## src/rtl/uart_tx_arb.sv

```systemverilog
// Round-robin arbiter that multiplexes NUM_SRC byte streams onto one UART TX
// write port, optionally prefixing each burst with a source-ID header byte.
module uart_tx_arb #(
    parameter int unsigned      NUM_SRC      = 4,
    parameter int unsigned      WIDTH        = 8,
    parameter int unsigned      MAX_BURST    = 16,
    parameter int unsigned      ADD_HEADER   = 1,
    parameter logic [WIDTH-1:0] HDR_BASE     = WIDTH'(8'hF0),
    parameter int unsigned      IDLE_TIMEOUT = 255,
    localparam int unsigned     ID_W         = (NUM_SRC > 1) ? $clog2(NUM_SRC) : 1
) (
    input  logic                     clk,
    input  logic                     rst,
    input  logic [NUM_SRC-1:0]       src_valid,
    input  logic [NUM_SRC*WIDTH-1:0] src_data,
    input  logic [NUM_SRC-1:0]       src_last,
    output logic [NUM_SRC-1:0]       src_ready,
    output logic                     tx_req,
    output logic [WIDTH-1:0]         tx_din,
    input  logic                     tx_ready,
    output logic [ID_W-1:0]          grant_id,
    output logic                     busy
);

    localparam int unsigned BC_W = $clog2(MAX_BURST + 1);
    localparam int unsigned IC_W = (IDLE_TIMEOUT > 0) ? $clog2(IDLE_TIMEOUT + 1) : 1;
    localparam logic [IC_W-1:0] IC_MAX = '1;

    typedef enum logic [1:0] {
        IDLE,
        HEADER,
        DATA
    } state_t;

    state_t            state, state_nxt;
    logic [ID_W-1:0]   grant_nxt;
    logic [ID_W-1:0]   last_id, last_nxt;
    logic [BC_W-1:0]   burst_cnt, burst_nxt;
    logic [IC_W-1:0]   idle_cnt, idle_nxt;
    logic [ID_W-1:0]   pick_id;
    logic [ID_W-1:0]   cand;
    logic [WIDTH-1:0]  data_arr [NUM_SRC];

    for (genvar i = 0; i < NUM_SRC; i++) begin : g_data
        assign data_arr[i] = src_data[i*WIDTH +: WIDTH];
    end

    assign busy = (state != IDLE);

    // Round-robin pick: descending scan so the source nearest last_id+1 wins.
    always_comb begin
        pick_id = last_id;
        cand    = '0;
        for (int i = int'(NUM_SRC); i >= 1; i--) begin
            cand = ID_W'((32'(last_id) + 32'(i)) % NUM_SRC);
            if (src_valid[cand]) begin
                pick_id = cand;
            end
        end
    end

    always_ff @(posedge clk or posedge rst) begin
        if (rst) begin
            state     <= IDLE;
            grant_id  <= '0;
            last_id   <= ID_W'(NUM_SRC - 1);
            burst_cnt <= '0;
            idle_cnt  <= '0;
        end else begin
            state     <= state_nxt;
            grant_id  <= grant_nxt;
            last_id   <= last_nxt;
            burst_cnt <= burst_nxt;
            idle_cnt  <= idle_nxt;
        end
    end

    always_comb begin
        state_nxt = state;
        grant_nxt = grant_id;
        last_nxt  = last_id;
        burst_nxt = burst_cnt;
        idle_nxt  = idle_cnt;
        tx_req    = 1'b0;
        tx_din    = '0;
        src_ready = '0;
        case (state)
            IDLE: begin
                if (|src_valid) begin
                    grant_nxt = pick_id;
                    burst_nxt = '0;
                    idle_nxt  = '0;
                    state_nxt = (ADD_HEADER != 0) ? HEADER : DATA;
                end
            end
            HEADER: begin
                tx_din = HDR_BASE | WIDTH'(grant_id);
                tx_req = tx_ready;
                if (tx_ready) begin
                    state_nxt = DATA;
                end
            end
            DATA: begin
                tx_din              = data_arr[grant_id];
                src_ready[grant_id] = tx_ready;
                tx_req              = tx_ready & src_valid[grant_id];
                if (tx_ready && src_valid[grant_id]) begin
                    burst_nxt = burst_cnt + BC_W'(1);
                    idle_nxt  = '0;
                    if (src_last[grant_id] || (32'(burst_cnt) + 32'd1 == MAX_BURST)) begin
                        state_nxt = IDLE;
                        last_nxt  = grant_id;
                    end
                end else if (src_valid[grant_id]) begin
                    // Backpressure from the UART is not source idleness.
                    idle_nxt = '0;
                end else if ((IDLE_TIMEOUT != 0) && (32'(idle_cnt) + 32'd1 >= IDLE_TIMEOUT)) begin
                    state_nxt = IDLE;
                    last_nxt  = grant_id;
                end else if (idle_cnt != IC_MAX) begin
                    idle_nxt = idle_cnt + IC_W'(1);
                end
            end
            default: begin
                state_nxt = IDLE;
            end
        endcase
    end

endmodule
```

## config.mk

```make
export PLATFORM = sky130hd
export DESIGN_NAME = uart_tx_arb
export DESIGN_NICKNAME = d
export VERILOG_FILES = /design/src/rtl/uart_tx_arb.sv
export SDC_FILE = /design/constraint.sdc
export NUM_CORES = 1
export LEC_CHECK = 0
export CAP_MARGIN = 25
export CORE_AREA = 5 5 94 70
export DETAILED_ROUTE_END_ITERATION = 8
export DIE_AREA = 0 0 99 75
export SKIP_CTS_REPAIR_TIMING = 1
export SLEW_MARGIN = 25
export SYNTH_ARGS = -nofsm -noshare
export SYNTH_HDL_FRONTEND = slang
export SYNTH_SLANG_ARGS = --single-unit
```

## constraint.sdc

```tcl
create_clock -name clk -period 2.5 [get_ports clk]
set_input_delay 0.625 -clock clk [delete_from_list [all_inputs] [get_ports clk]]
set_output_delay 0.625 -clock clk [all_outputs]
set_load 0.03 [all_outputs]
```

==> results of run 1 <==
-- worst max-delay path: cells and delay by family --
kind	cells	cell delay (ps)
buffers and inverters	2	570
multiplexers	1	470
AO/OA/AOI/OAI	1	160
AND/OR/NAND/NOR	1	60
-- cell type report --
type	instances	area share
clock inverters	1	0.002049
multi-input cells	138	0.4395
well taps	75	0.03842
clock buffers	3	0.01691
inverters	11	0.01691
flip-flops and latches	19	0.1957
repair buffers	75	0.2905
-- through the flow --
step           std cells  setup TNS (ps)
3_3_place_gp         318           -5352
6_report             322          -17.19
5_1_grt              322          -257.1
3_5_place_dp         318           -5442
4_1_cts              322           -3968
2_1_floorplan        176          -38.47
-- metal layers --
metal  wire length [µm]  up-vias  share of wire  GRT usage
met3                277        2          0.062    0.03981
li1                   -      776              -          -
met2               1903       51           0.42     0.1882
met1               2268      723           0.51     0.1745
met5                  0        -              0          0
met4                 35        0         0.0078    0.02727
-- how the worst max path moves through the flow --
stage | slack [ps] | startpoint | to | cells after the start
6_report | -10 | src_data[30] | tx_din[6] | 5
5_1_grt | -80 | src_data[16] | tx_din[0] | 5
2_1_floorplan | -20 | state[0]$_DFFE_PP0P_ | src_ready[0] | 6
3_3_place_gp | -550 | src_valid[3] | tx_req | 5
4_1_cts | -540 | src_valid[3] | tx_req | 5
3_5_place_dp | -540 | src_valid[3] | tx_req | 5
-- cells by family after synthesis --
logic type / share of synthesized area
xor gates and xnor gates: 0.03258
and+or+nand+nor: 0.1963
adders and majority gates: 0.06207
muxes: 0.1800
DFF: 0.2964
AOI/OAI and AO/OA: 0.1831
buffers and inverters: 0.04965
-- power by group --
group / internal, W / switching (W)
Sequential: 0.000382 / 0.0000727
Clock: 0.000111 / 0.000106
Combinational: 0.000699 / 0.000804
-- layout by cell type (no fill, tap or decap), drive strengths merged --
master / Yosys / final
a41oi: 1 / 1
ha: 8 / 8
o21bai: 1 / 1
o32a: 1 / 1
nand2: 17 / 17
clkinv: 0 / 1
o21ai: 18 / 18
a21oi: 13 / 13
a31oi: 2 / 2
mux4: 10 / 10
and2: 1 / 1
or4: 3 / 3
o31ai: 4 / 4
nor3: 2 / 2
buf: 4 / 29
nand3: 5 / 5
mux2i: 2 / 2
nand2b: 7 / 7
o211ai: 1 / 1
a22oi: 2 / 2
xor2: 5 / 5
xnor2: 1 / 1
a221oi: 1 / 1
inv: 11 / 11
a311oi: 1 / 1
clkdlybuf4s50: 0 / 33
nor2: 17 / 17
dfrtp: 17 / 17
clkbuf: 4 / 4
mux2: 4 / 4
nand4: 2 / 2
o21ba: 1 / 1
dlymetal6s2s: 0 / 12
dfstp: 2 / 2
and3: 2 / 2
nor2b: 6 / 6
-- sequential cells by signal, indices dropped and copies added (netlist names) --
signal	count
state	2
burst_cnt	5
last_id	2
idle_cnt	8
grant_id	2
==> flow_summary_export.csv, run 1 <==
group,metric,value,unit
clocking,cts_buffer_depth,2,
final_layout,nets,299,
detailed_routing,postRouteAntennaNets,0,
worst_setup_path,critPathKind,"primary input to output pin",
power,p_total,0.002175,W
clocking,clockRootBuffer,"clkbuf_8",
final_layout,areaGrowthSynthToFinish,51.44,%
clocking,cts.reportedPaths.clkPinSlew,70,ps
final_layout,fill_cells,532,
floorplanning,dieArea,7425,µm²
clocking,clk_latency,260,ps
worst_setup_path,slowest_delay,470,ps
worst_setup_path,reg2reg_slack,120,ps
synth,yosys_warnings,0,
detailed_routing,viasPerCell,4.820,
sta,skew,9.788,ps
synth,syn_avg_cell_area,9.164,µm²
placement,placed_area,2379,µm²
sta,slew_headroom,0.6635,
power,ir_worst_vdd,362.7,µV
sta,timing.final.crit_share,1.004,
synth,yosysTopAreaCell,"dfrtp_1",
sta,setup_violations,2,
placement,post-place-ws,-536.1,ps
final_layout,utilization,0.4397,
synth,synthCells,176,
sta,report.final.slew_viol_count,0,
worst_setup_path,slowest_stage,"mux4_2",
floorplanning,core-area,5554,µm²
synth,synth_flop_cell,"dfrtp_1",
clocking,htreeDepth,1,
sta,setup_ws,-10.47,ps
detailed_routing,drtPass1Iterations,4,
final_layout,multi_input_area,1074,µm²
detailed_routing,wire_per_inst,13.93,µm
synth,ys_seq_area_frac,0.2964,
sta,timing.final.crit_period,2510,ps
synth,synthTopCellsByArea,"dfrtp_1 (26%), mux4_2 (14%), ha_1 (6.2%)",
final_layout,post-route-cell-area,2442,µm²
worst_hold_path,hp-start,"idle_cnt[4]$_DFFE_PP0P_",
detailed_routing,vias,1552,
synth,synth-seq-cells,19,
worst_setup_path,crit_chain,"clkdlybuf4s50_1 -> mux4_2 -> a21oi_1 -> nor2b_1 -> buf_2",
worst_hold_path,hp-class,"flop to flop",
sta,grt_setup_unrepaired,"true",
floorplanning,start_util,0.2904,
clocking,cts_tree,"done",
floorplanning,die_x,99,µm
final_layout,drive_gt1_frac,0.2348,
detailed_routing,routed_wl,4.484,mm
sta,tightest_slew,501.4,ps
power,p_leak,1.122,nW
placement,hpwl,3.520,mm
worst_setup_path,r2r_cells,8,
global_route,grt_pass1_wl,7.458,mm
clocking,cts_sinks,19,
placement,routabilityCongestion,0.8509,
floorplanning,die_h,75,µm
detailed_routing,drcViolationCount,0,
sta,max_freq,0.3983,GHz
placement,io_buffers,58,
detailed_routing,drt_iter0_drc,68,
synth,synthArstFlopShare,1.000,
synth,synthTopCellsByCount,"dfrtp_1 (17), nand2_1 (17), o21ai_0 (17), nor2_1 (16), a21oi_1 (13)",
worst_hold_path,worstHoldPathCells,1,
final_layout,regArea,478.0,µm²
worst_setup_path,required,1880,ps
worst_setup_path,start_kind,"primary input",
synth,syn_area,1613,µm²
worst_setup_path,r2r_end,"state[1]$_DFFE_PP0P_",
flow_run,cap_violations,0,
worst_hold_path,worstHoldEndpoint,"idle_cnt[4]$_DFFE_PP0P_",
power,power.density,890.4,nW/µm²
global_route,grt-ovfl-total,0,
worst_setup_path,cp-end-kind,"output pin",
floorplanning,ios,59,
sta,hold_slack,542.8,ps
synth,syn_nets,227,
status,status,"complete, but fails checks",
synth,ys_types,40,
synth,synth-edff-count,0,
worst_setup_path,regToRegStartpoint,"idle_cnt[0]$_DFFE_PP0P_",
clocking,numCtsBuffers,3,
final_layout,n_antenna_cell,0,
global_route,grt_antenna_before_repair,0,
global_route,grt_max_degree,20,
global_route,grt_pass1_vias,1499,
sta,hold_violations,0,
status,violations,"negative setup slack",
worst_setup_path,cp.arrival,1890,ps
global_route,gr-usage-all-layers,0.1241,
worst_setup_path,critPathMaxFanout,1,
floorplanning,core.rowCount,23,
synth,synth_top_area_share,0.2638,
(Power assumes the default switching activity.)
==> run 2: changes to the inputs <==
--- a/config.mk
+++ b/config.mk
@@ -5,7 +5,7 @@
 export SDC_FILE = /design/constraint.sdc
 export NUM_CORES = 1
 export LEC_CHECK = 0
-export CAP_MARGIN = 25
+export CAP_MARGIN = 20
 export CORE_AREA = 5 5 94 70
 export DETAILED_ROUTE_END_ITERATION = 8
 export DIE_AREA = 0 0 99 75
==> results of run 2 <==
Final layout, timing and power as in run 1 (identical DEF).
